[config.mk]
export PLATFORM = sky130hd
export DESIGN_NAME = ballot_intake
export DESIGN_NICKNAME = d
export VERILOG_FILES = /design/src/rtl/ballot_intake.sv
export SDC_FILE = /design/constraint.sdc
export NUM_CORES = 1
export LEC_CHECK = 0
export ABC_AREA = 1
export CORE_ASPECT_RATIO = 0.5
export CORE_MARGIN = 2
export CORE_UTILIZATION = 45
export DETAILED_ROUTE_END_ITERATION = 10
export MAX_ROUTING_LAYER = met4
export PLACE_DENSITY = 0.7
export SLEW_MARGIN = 25
export SYNTH_ARGS = -nofsm -noshare
export SYNTH_HDL_FRONTEND = slang
export SYNTH_SLANG_ARGS = --single-unit
[constraint.sdc]
create_clock -name clk -period 1.6 [get_ports clk]
set_input_delay 0.4 -clock clk [delete_from_list [all_inputs] [get_ports clk]]
set_output_delay 0.4 -clock clk [all_outputs]
set_load 0.01 [all_outputs]
[src/rtl/ballot_intake.sv]
// Voting-machine front end: synchronises and debounces the five candidate buttons,
// enforces one vote per armed session and emits a one-cycle one-hot vote pulse.
module ballot_intake #(
  parameter int DEBOUNCE_CYCLES = 4,
  parameter int TIMEOUT_CYCLES  = 1000
) (
  input  logic        clk,
  input  logic        rst,
  input  logic        arm,
  input  logic [4:0]  btn,
  output logic [4:0]  vote,
  output logic        ready,
  output logic        busy,
  output logic        reject,
  output logic        timeout,
  output logic [31:0] total_votes
);

  localparam int CW = $clog2(DEBOUNCE_CYCLES + 1);
  localparam int TW = (TIMEOUT_CYCLES > 1) ? $clog2(TIMEOUT_CYCLES) : 1;
  localparam logic [CW-1:0] DEB_DONE = CW'(DEBOUNCE_CYCLES);
  localparam logic [TW-1:0] TMO_LAST = TW'(TIMEOUT_CYCLES - 1);

  typedef enum logic [2:0] {
    IDLE,
    RELEASE,
    ARMED,
    DEBOUNCE,
    CAST
  } state_t;

  state_t        state, state_n;
  logic [4:0]    btn_m, btn_s;
  logic [4:0]    capture, cap_n;
  logic [CW-1:0] cnt, cnt_n;
  logic [TW-1:0] timer, timer_n;
  logic          cast_done, done_n;
  logic [4:0]    vote_n;
  logic          reject_n, timeout_n;
  logic [31:0]   total_n;

  always_ff @(posedge clk) begin
    if (rst) begin
      btn_m <= '0;
      btn_s <= '0;
    end else begin
      btn_m <= btn;
      btn_s <= btn_m;
    end
  end

  always_ff @(posedge clk) begin
    if (rst) begin
      state       <= IDLE;
      capture     <= '0;
      cnt         <= '0;
      timer       <= '0;
      cast_done   <= 1'b0;
      vote        <= '0;
      reject      <= 1'b0;
      timeout     <= 1'b0;
      total_votes <= '0;
    end else begin
      state       <= state_n;
      capture     <= cap_n;
      cnt         <= cnt_n;
      timer       <= timer_n;
      cast_done   <= done_n;
      vote        <= vote_n;
      reject      <= reject_n;
      timeout     <= timeout_n;
      total_votes <= total_n;
    end
  end

  always_comb begin
    state_n   = state;
    cap_n     = capture;
    cnt_n     = cnt;
    timer_n   = timer;
    done_n    = cast_done;
    vote_n    = '0;
    reject_n  = 1'b0;
    timeout_n = 1'b0;
    total_n   = total_votes;

    case (state)
      IDLE: begin
        if (arm) begin
          state_n = RELEASE;
          cnt_n   = '0;
          done_n  = 1'b0;
        end
      end
      // Buttons must read released for a full debounce window before the voter may press.
      RELEASE: begin
        if (btn_s != '0) begin
          cnt_n = '0;
        end else if (cnt + CW'(1) == DEB_DONE) begin
          cnt_n = '0;
          if (cast_done) begin
            state_n = IDLE;
          end else begin
            state_n = ARMED;
            timer_n = '0;
          end
        end else begin
          cnt_n = cnt + CW'(1);
        end
      end
      ARMED: begin
        if (btn_s != '0) begin
          cap_n   = btn_s;
          cnt_n   = CW'(1);
          state_n = DEBOUNCE;
        end else if (TIMEOUT_CYCLES != 0 && timer == TMO_LAST) begin
          state_n   = IDLE;
          timeout_n = 1'b1;
        end else begin
          timer_n = timer + TW'(1);
        end
      end
      DEBOUNCE: begin
        if (btn_s == '0) begin
          state_n = ARMED;
        end else if (btn_s == capture) begin
          cnt_n = cnt + CW'(1);
        end else begin
          cap_n = btn_s;
          cnt_n = CW'(1);
        end
      end
      CAST: begin
        state_n = RELEASE;
        cnt_n   = '0;
        done_n  = 1'b1;
        total_n = total_votes + 32'd1;
      end
      default: state_n = IDLE;
    endcase

    // Accept decision shared by ARMED (single-cycle debounce) and DEBOUNCE.
    if ((state == ARMED || state == DEBOUNCE) && btn_s != '0 && cnt_n == DEB_DONE) begin
      if ((cap_n & (cap_n - 5'd1)) == '0) begin
        state_n = CAST;
        vote_n  = cap_n;
      end else begin
        state_n  = RELEASE;
        cnt_n    = '0;
        done_n   = 1'b0;
        reject_n = 1'b1;
      end
    end
  end

  assign ready = (state == ARMED) || (state == DEBOUNCE);
  assign busy  = (state != IDLE);

endmodule

==> impl_metrics.yaml <==
global_routing:
  grt_pass1_wl_um: 18300
  first_global_vias: 3987
  antenna_found_initial: 0
  grt_usage_pct: 26.7
  groute.layer.met3.usage_pct: 6.30
  overflow: 0
  grt-busiest-layer: "met2"
  grt_start_max_net_pins: 28
  grtUsageMet1_pct: 30.5
  use_met2_pct: 48.2
worst_setup_path:
  required_ns: 1.81
  ff2ff_path_depth: 11
  cpPeakStageDelay_ns: 0.36
  critical_path.most_common_cell: "buf_4"
  r2r_slack_ns: -0.40
  r2r_start: "state[0]$_SDFFE_PP0P_"
  timing.rr.end: "total_votes[18]$_SDFFE_PP0P_"
  crit_fanout: 5
  endpoint_kind: "flop"
  path_class: "flop to flop"
  critPathSlowestCell: "dfxtp_4"
  crit_chain: "nor2_4 > buf_6 > nand2_8 > nor3_4 > buf_4 > buf_6 > nand2_4 > nor4b_4 > buf_4 > buf_4 > a211oi_1"
  start_kind: "flop"
  worstPathArrival_ns: 2.21
routing:
  antenna_left: 0
  drtIter0Drc: 258
  drc: 0
  vias: 4391
  post_drt_wl_per_cell_um: 14.8
  vias_per_cell: 5.08
  routed_wl_um: 12700
  dr.pass1.iters: 5
yosys:
  yosysWarnings: 0
  synthTopCellsByArea: "dfxtp_1 39%, nand2_1 12%, inv_1 9.7%"
  syn-num-nets: 562
  yosys_register_bits: 71
  post_synth_num_cell_types: 33
  dominantRegCellSynth: "dfxtp_1"
  async_flop_share_pct: 0
  yosysMostFrequentCell: "nand2_1"
  ys_seq_area_share_pct: 38.8
  synth_top_area_share_pct: 38.8
  synth_top_area_cell: "dfxtp_1"
  synth.cell_area_mm2: 0.00366
  synth_edf_count: 0
  synth_common_cells: "122 x nand2_1, 95 x inv_1, 71 x dfxtp_1, 69 x nor2_1, 38 x a21oi_1"
  syn-instance-count: 549
  avgSynthCellArea_um2: 6.68
clock_tree:
  cts_num_sinks: 71
  cts_tree: "done"
  cts_hold_buffers: 0
  root_buffer: "clkbuf_16"
  clkSlewWorstSetupHoldPaths_ns: 0.05
  numCtsBuffers: 9
  clock_path_buffers: 2
  clk_latency_ns: 0.34
  cts_max_level: 3
placement:
  dp_hpwl_um: 7330
  gp_congestion: 0.886
  port-buffer-count: 48
  dpl-instance-area_mm2: 0.00515
  place_inst: 804
die:
  die_area_mm2: 0.00893
  start_util_pct: 46.1
  io-pin-count: 49
  die_y_um: 67.8
  die_w_um: 132
  core_area_mm2: 0.00794
  placementRows: 23
timing:
  fin_tns_setup_ns: -8.90
  hold_viol: 0
  finalClockSkew_ns: 0.00664
  setup_ws_ns: -0.405
  finalCritPeriodShare_pct: 125
  worst_slew_pin_slew_ns: 0.353
  slew_viol_final: 0
  rsz0062_at_grt: "yes"
  slew_headroom_pct: 76.4
  clock.fmax_mhz: 499
  fin_hold_ws_ns: 0.395
  setup_violations: 49
  period_minus_slack_ns: 2.00
worst_hold_path:
  worstHoldStart: "btn_m[4]$_SDFF_PP0_"
  hold_class: "flop to flop"
  holdPathStages: 2
  hold_end: "btn_s[4]$_SDFF_PP0_"
run_status:
  status: "finished, violations left"
  violations: "negative setup slack"
power_and_ir_drop:
  ir_drop_mv: 0.592
  switchingPower_w: 0.00225
  powerDensity_mw_per_mm2: 1030
  clock_power_share_pct: 29.9
  switching_share_pct: 34.1
  p_int_w: 0.00434
  p_comb_share_pct: 39.8
  fin_total_pwr_w: 0.00658
  leakage_nw: 3.02
  p_seq_share_pct: 30.3
finish:
  fill_cells: 510
  drive_gt1_share_pct: 41.2
  finalInstanceArea_mm2: 0.00639
  diodes: 0
  final_cell_count_no_fill: 864
  register_area_mm2: 0.00146
  layout.nets: 761
  multi_input_area_mm2: 0.00247
  synthToLayoutAreaGrowth_pct: 74.3
flow_run:
  cap_violations: 0
==> per-stage QoR <==
step           util (%)  setup WS (ns)
6_report           80.4         -0.405
3_5_place_dp       64.9         -0.466
3_3_place_gp       64.9         -0.426
5_1_grt            80.4         -0.520
4_1_cts            74.6         -0.274
2_1_floorplan         -        -0.0522
==> layout by cell type, fill, tap and decap left out, drive strengths merged <==
cell / instances
buf: 150
nand2: 125
inv: 96
nor2: 76
dfxtp: 71
a21oi: 38
dlygate4sd2: 34
nor3: 29
o21ai: 26
nand3: 21
nand4: 14
clkbuf: 13
clkdlybuf4s50: 8
xor2: 7
nand3b: 6
nor3b: 5
ha: 5
nor4: 5
o211ai: 4
dlymetal6s2s: 4
xnor2: 4
clkinv: 3
a211oi: 3
a21boi: 1
a22oi: 1
nor4b: 1
o21a: 1
or3: 1
==> timing repair <==
item / 4_1_cts / 5_1_grt
cloned: 2 / 0
setup endpoints to repair: 75 / 56
gates resized for setup: 131 / 103
buffers inserted: 26 / 19
pin swaps: 24 / 56
==> cells by family (layout without fill, tap and decap cells) <==
logic type	after synthesis	count (layout)	synth area share, %
AND/OR/NAND/NOR	282	283	35.0
buffers and inverters	106	308	11.1
AO/OA/AOI/OAI	74	74	10.8
flip-flops	71	71	38.8
XOR/XNOR	11	11	2.63
adder cells (fa/ha/maj)	5	5	1.71
==> flip-flops by register name, indices dropped and copies added, names as in the netlist <==
register / flops
state: 3
btn_s: 5
timer: 10
total_votes: 32
btn_m: 5
cnt: 3
timeout: 1
reject: 1
cast_done: 1
vote: 5
capture: 5
==> worst max-delay path by stage <==
stage / startpoint / endpoint / slack, ns / cells after the start
2_1_floorplan: total_votes[0]$_SDFFE_PP0P_ / total_votes[28]$_SDFFE_PP0P_ / -0.05 / 10
3_3_place_gp: arm / state[2]$_SDFFE_PP0P_ / -0.43 / 12
3_5_place_dp: arm / state[2]$_SDFFE_PP0P_ / -0.47 / 12
4_1_cts: state[1]$_SDFFE_PP0P_ / total_votes[22]$_SDFFE_PP0P_ / -0.27 / 11
5_1_grt: btn_s[3]$_SDFF_PP0_ / state[0]$_SDFFE_PP0P_ / -0.52 / 14
6_report: state[0]$_SDFFE_PP0P_ / total_votes[18]$_SDFFE_PP0P_ / -0.40 / 11
==> layout make-up <==
| type | count | area share [%] |
|---|---|---|
| Multi-Input combinational cell | 373 | 38.7 |
| Sequential cell | 71 | 22.9 |
| Clock inverter | 3 | 0.235 |
| Clock buffer | 12 | 4.35 |
| Inverter | 96 | 5.72 |
| Tap cell | 112 | 2.19 |
| Timing Repair Buffer | 197 | 25.9 |
==> worst max-delay path, delay by kind of cell, from the launching register on <==
family                 cells  cell delay (ns)
buffers and inverters      5             0.64
AOI/OAI and AO/OA          1             0.06
DFF                        1             0.36
and+or+nand+nor            5             0.79
==> per-layer routing <==
layer  wire length (µm)  part of all wire, %  vias up
li1                   -                    -     2162
met5                  0                    0        -
met2               6560                   51      121
met4                266                  2.1        0
met3                632                  5.0       30
met1               5290                   41     2078
==> power groups by stage <==
stage | sequential (W) | clock [W] | combinational (W)
finish | 0.00199 | 0.00197 | 0.00262
global route | 0.00201 | 0.00206 | 0.00278
CTS | 0.00198 | 0.00198 | 0.00214
detailed placement | 0.00199 | 0 | 0.00163
global placement | 0.00199 | 0 | 0.00161
floorplan | 0.00198 | 0 | 0.000859
No activity file was read; power rests on OpenSTA's default activity.
